File: config.mk
export PLATFORM = sky130hd
export DESIGN_NAME = insmem_loader
export DESIGN_NICKNAME = d
export VERILOG_FILES = /design/src/rtl/insmem_loader.sv
export SDC_FILE = /design/constraint.sdc
export NUM_CORES = 1
export LEC_CHECK = 0
export CORE_MARGIN = 10
export CORE_UTILIZATION = 30
export DETAILED_ROUTE_END_ITERATION = 16
export PLACE_DENSITY = 0.58
export SLEW_MARGIN = 20
export SYNTH_ARGS = -nofsm -noshare
export SYNTH_HDL_FRONTEND = slang
export SYNTH_SLANG_ARGS = --single-unit
File: constraint.sdc
create_clock -name clk -period 3.06 [get_ports clk]
set_input_delay 0.612 -clock clk [delete_from_list [all_inputs] [get_ports clk]]
set_output_delay 0.612 -clock clk [all_outputs]
set_load 0.05 [all_outputs]
File: src/rtl/insmem_loader.sv
// Boot-time instruction loader: assembles a big-endian byte stream into 32-bit words,
// writes them to instruction memory, then releases the core and watches fin.
// Optional build macro CHECKSUM_EN adds a trailing 8-bit checksum byte and a CSUM state.
module insmem_loader #(
  parameter int ADDR_W = 8
) (
  input  logic              clk,
  input  logic              pcclr,
  input  logic              load_start,
  input  logic [7:0]        in_data,
  input  logic              in_valid,
  output logic              in_ready,
  output logic              imem_we,
  output logic [ADDR_W-1:0] imem_addr,
  output logic [31:0]       imem_wdata,
  output logic              cpu_rstn,
  input  logic              cpu_fin,
  output logic              busy,
  output logic              done,
  output logic              err,
  output logic [2:0]        state_dbg
);

  localparam logic [2:0] S_IDLE = 3'd0;
  localparam logic [2:0] S_HDR  = 3'd1;
  localparam logic [2:0] S_LOAD = 3'd2;
  localparam logic [2:0] S_CSUM = 3'd3;
  localparam logic [2:0] S_RUN  = 3'd4;
  localparam logic [2:0] S_DONE = 3'd5;
  localparam logic [2:0] S_ERR  = 3'd6;

  localparam logic [16:0] MAX_N = 17'(1) << ADDR_W;

  // Handshake: a byte transfers on a rising edge where in_valid and in_ready are both high.
  // in_ready is registered and depends only on state, never on in_valid.

  logic [2:0]        state, next_state;
  logic [7:0]        hdr_hi;
  logic              hdr_cnt;
  logic [1:0]        byte_idx;
  logic [23:0]       wbuf;
  logic [ADDR_W:0]   remaining;
  logic [ADDR_W-1:0] word_idx;
  logic              fin_q;

  logic              xfer;
  logic              start_ok;
  logic [15:0]       hdr_n;
  logic              too_big;
  logic              word_done;
  logic              last_word;
  logic              fin_rise;

  assign xfer      = in_valid & in_ready;
  assign start_ok  = load_start & ((state == S_IDLE) | (state == S_DONE) | (state == S_ERR));
  assign hdr_n     = {hdr_hi, in_data};
  assign too_big   = {1'b0, hdr_n} > MAX_N;
  assign word_done = xfer && (state == S_LOAD) && (byte_idx == 2'd3);
  assign last_word = remaining == {{ADDR_W{1'b0}}, 1'b1};
  assign fin_rise  = cpu_fin & ~fin_q;
  assign state_dbg = state;

`ifdef CHECKSUM_EN
  logic [7:0] sum;
  logic [7:0] sum_next;
  assign sum_next = sum + in_data;
`endif

  always_comb begin
    next_state = state;
    case (state)
      S_IDLE: if (start_ok) next_state = S_HDR;
      S_HDR: begin
        if (xfer && hdr_cnt) begin
          if (too_big) begin
            next_state = S_ERR;
          end else if (hdr_n == 16'd0) begin
`ifdef CHECKSUM_EN
            next_state = S_CSUM;
`else
            next_state = S_RUN;
`endif
          end else begin
            next_state = S_LOAD;
          end
        end
      end
      S_LOAD: begin
        if (word_done && last_word) begin
`ifdef CHECKSUM_EN
          next_state = S_CSUM;
`else
          next_state = S_RUN;
`endif
        end
      end
`ifdef CHECKSUM_EN
      S_CSUM: if (xfer) next_state = (sum_next == 8'd0) ? S_RUN : S_ERR;
`endif
      S_RUN:  if (fin_rise) next_state = S_DONE;
      S_DONE: if (start_ok) next_state = S_HDR;
      S_ERR:  if (start_ok) next_state = S_HDR;
      default: next_state = S_IDLE;
    endcase
  end

  always_ff @(posedge clk or negedge pcclr) begin
    if (!pcclr) begin
      state      <= S_IDLE;
      in_ready   <= 1'b0;
      busy       <= 1'b0;
      done       <= 1'b0;
      err        <= 1'b0;
      cpu_rstn   <= 1'b0;
      imem_we    <= 1'b0;
      imem_addr  <= '0;
      imem_wdata <= '0;
      hdr_hi     <= '0;
      hdr_cnt    <= 1'b0;
      byte_idx   <= '0;
      wbuf       <= '0;
      remaining  <= '0;
      word_idx   <= '0;
      fin_q      <= 1'b0;
    end else begin
      state    <= next_state;
      in_ready <= (next_state == S_HDR) | (next_state == S_LOAD) | (next_state == S_CSUM);
      busy     <= (next_state == S_HDR) | (next_state == S_LOAD) | (next_state == S_CSUM);
      done     <= next_state == S_DONE;
      err      <= next_state == S_ERR;
      // The core only leaves reset one cycle after RUN is entered, so the final write lands first.
      cpu_rstn <= ((state == S_RUN) && (next_state == S_RUN)) || (next_state == S_DONE);
      imem_we  <= word_done;

      if (start_ok) begin
        word_idx <= '0;
        hdr_cnt  <= 1'b0;
        byte_idx <= '0;
        fin_q    <= 1'b0;
      end else begin
        fin_q <= cpu_fin;
        if (xfer && (state == S_HDR)) begin
          if (!hdr_cnt) begin
            hdr_hi  <= in_data;
            hdr_cnt <= 1'b1;
          end else begin
            remaining <= hdr_n[ADDR_W:0];
          end
        end
        if (xfer && (state == S_LOAD)) begin
          wbuf     <= {wbuf[15:0], in_data};
          byte_idx <= byte_idx + 2'd1;
        end
        if (word_done) begin
          imem_wdata <= {wbuf, in_data};
          imem_addr  <= word_idx;
          word_idx   <= word_idx + 1'b1;
          remaining  <= remaining - 1'b1;
        end
      end
    end
  end

`ifdef CHECKSUM_EN
  always_ff @(posedge clk or negedge pcclr) begin
    if (!pcclr) begin
      sum <= '0;
    end else if (start_ok) begin
      sum <= '0;
    end else if (xfer) begin
      sum <= sum_next;
    end
  end
`endif

endmodule
==> run metrics <==
run status complete, no violations; worst slew pin tran between 0.7 and 0.8 ns; Seq/Total Area, Yosys 59.6%; layout cell share with drive strength beyond 1 12.7%; endpoint type of the worst setup path register; Reg2Reg Depth 6; Post-DRT Antenna Nets 0; grt total ovfl 0; H-tree depth 3; clk buf depth 2; CTS resizes 0; Main synth FF type dfrtp_1; reg2reg end remaining[6]; asr flop ratio synth between 90% and 100%; routed wire length around 9.8 mm; Peak VDD IR between 0.2 and 0.3 mV; CTS Root Cell clkbuf_16; R2R setup slack 0.68 ns; number of iterations in the first detailed-routing pass 4; DR vias 3,052; syn avg cell area ~10 µm²; Yosys top cell by area dfrtp_1; startpoint type of the worst setup path register; EDFF count, synth 0; Hold Crit Class in -> async; crit path DAT 2.63 ns; clk_lat worst skew around 0.35 ns; Final #Nets 484; drt drc 0; area of the multi-input gates 1580 µm²; Placed Cells 636; register area 2530 µm²; TritonCTS clock tree yes; non-filler instance count after layout 652; Routed WL per cell 15.0 µm; Initial Util 30.5%; io pins 62; syn_nets 424; Setup crit start state_dbg[2]; final setup TNS 0 ns; period utilisation layout between 70 and 80%; dominant cells by area after synthesis dfrtp_1, nand2_1, mux2_2, nor2_1, buf_2; Cell Area, Synth 4240 µm²; Die Area 19,300 µm²; cell row count 43; 1st-iter DRT viols 295; via-per-instance ratio 4.68; critical path required time 3.30 ns; Slew Limit Fails 0; cell area after layout 5320 µm²; GP Congestion ~0.76; number of max-cap violations 0; Worst-path clk slew 0.08 ns; vias in the first global route 3,232; Clock Sink Count 101; largest net degree at the start of global routing 48; slew margin rel. 52.7%; CP max FO 47; clk_skew 0.00793 ns; post-synthesis cell count 407; R2R Path Start state_dbg[2]; CTS buffer count 9; Worst Setup EP remaining[6]; CTS Hold Bufs 0; initial antenna violation count 0; area delta synth->final 25.4%; pwr dens 702 nW/µm²; Period minus WS final 2.38 ns; Setup Fix Bufs, Post-CTS 0; leakage approximately 2.5 nW; core box area 13,900 µm²; Fin. Hold Viols 0; Die X 139 µm; Total GRT Usage 10.4%; Port Buf Inserts approximately 60; Fillers 1,382; critical path class reg -> reg; antenna cells 0; commonest cells after routing, fill and taps aside nand2_1, dfrtp_1, clkdlybuf4s50_1; Die H 139 µm; global-route wire length before repair 16.7 mm; Peak Freq around 420 MHz; setup violators final 0; YS warnings 0; flops & latches, synth 101; share of the synthesized area in the top cell type 59.6%; dpl cell area 5030 µm²; RSZ-0062 raised after global routing no; most common cell after layout, fill and taps aside nand2_1; HPWL reported at the end of detailed placement 6.91 mm; Synth cell types 44
layer usage:
layer | share of wire [%] | GRT usage (%) | routed length [µm]
met3 | 5.7 | 2.95 | 558
met5 | 0 | 0 | 0
met1 | 48 | 13.9 | 4690
met4 | 1.5 | 4.01 | 143
met2 | 45 | 15.5 | 4380
cell families (layout without fill, tap and decap cells):
logic type,Yosys count,count (layout),synth area share [%]
compound gates,37,37,5.70
xor+xnor,4,4,0.826
fa+ha+maj,4,4,1.18
buf+inv,27,92,3.19
flops,101,101,59.6
mux,35,35,9.21
simple gates,199,199,20.3
state kept, by name, indices dropped and copies added (netlist names):
signal	flops
busy	1
byte_idx	2
cpu_rstn	1
done	1
err	1
fin_q	1
hdr_cnt	1
hdr_hi	8
imem_addr	8
imem_wdata	32
imem_we	1
remaining	9
state_dbg	3
wbuf	24
word_idx	8
metrics by stage:
| step | setup WS [ns] | hold slack, ns | total power, mW | util, % |
|---|---|---|---|---|
| after floorplan | 0.988 | 0.316 | 2.38 | - |
| after global placement | 0.475 | 0.454 | 2.62 | 36.2 |
| after detailed placement | 0.366 | 0.461 | 2.65 | 36.2 |
| after CTS | 0.654 | 0.293 | 3.77 | 38.3 |
| after global routing | 0.518 | 0.319 | 3.95 | 38.3 |
| final | 0.675 | 0.271 | 3.73 | 38.3 |
final cells by class:
class,instances,share of cell area [%]
Tap cell,180,4.24
Timing Repair Buffer,67,12.5
Inverter,9,0.659
Sequential cell,101,47.5
Clock inverter,7,1.15
Clock buffer,9,4.24
Multi-Input combinational cell,279,29.7
where the power goes:
part           internal, mW  switching [mW]
sequential             1.58           0.239
combinational         0.356           0.443
clock                 0.571           0.541
total                  2.51            1.22
worst max-delay path, stage by stage, from the launching register on:
cell      delay, ns
dfrtp_1        0.50
or3b_1         0.45
or2_2          0.33
buf_4          0.29
nand2_1        0.28
a21oi_1        0.11
a311oi_1       0.31
worst min-delay path by stage:
stage / slack (ns) / depth (start not counted) / to / startpoint
floorplan: 0.32 / 0 / busy / pcclr
global placement: 0.45 / 2 / imem_wdata[28] / wbuf[20]
detailed placement: 0.46 / 2 / imem_wdata[25] / wbuf[17]
CTS: 0.29 / 1 / imem_addr[0] / pcclr
global route: 0.32 / 1 / wbuf[2] / pcclr
finish: 0.27 / 1 / imem_addr[0] / pcclr
cells in the mapped netlist, types with 4 or more instances:
cell	number
buf_2	11
inv_1	8
a311oi_1	5
dfrtp_1	101
nor2b_1	4
nand4_1	5
o21ai_0	7
mux2_2	32
nor4_1	4
ha_1	4
xor2_1	4
a21oi_1	10
nand2_1	135
a31oi_1	4
nor3_1	6
nand2b_1	4
nand3_1	4
nor2_1	22
Power figures use the tool's default switching activity.
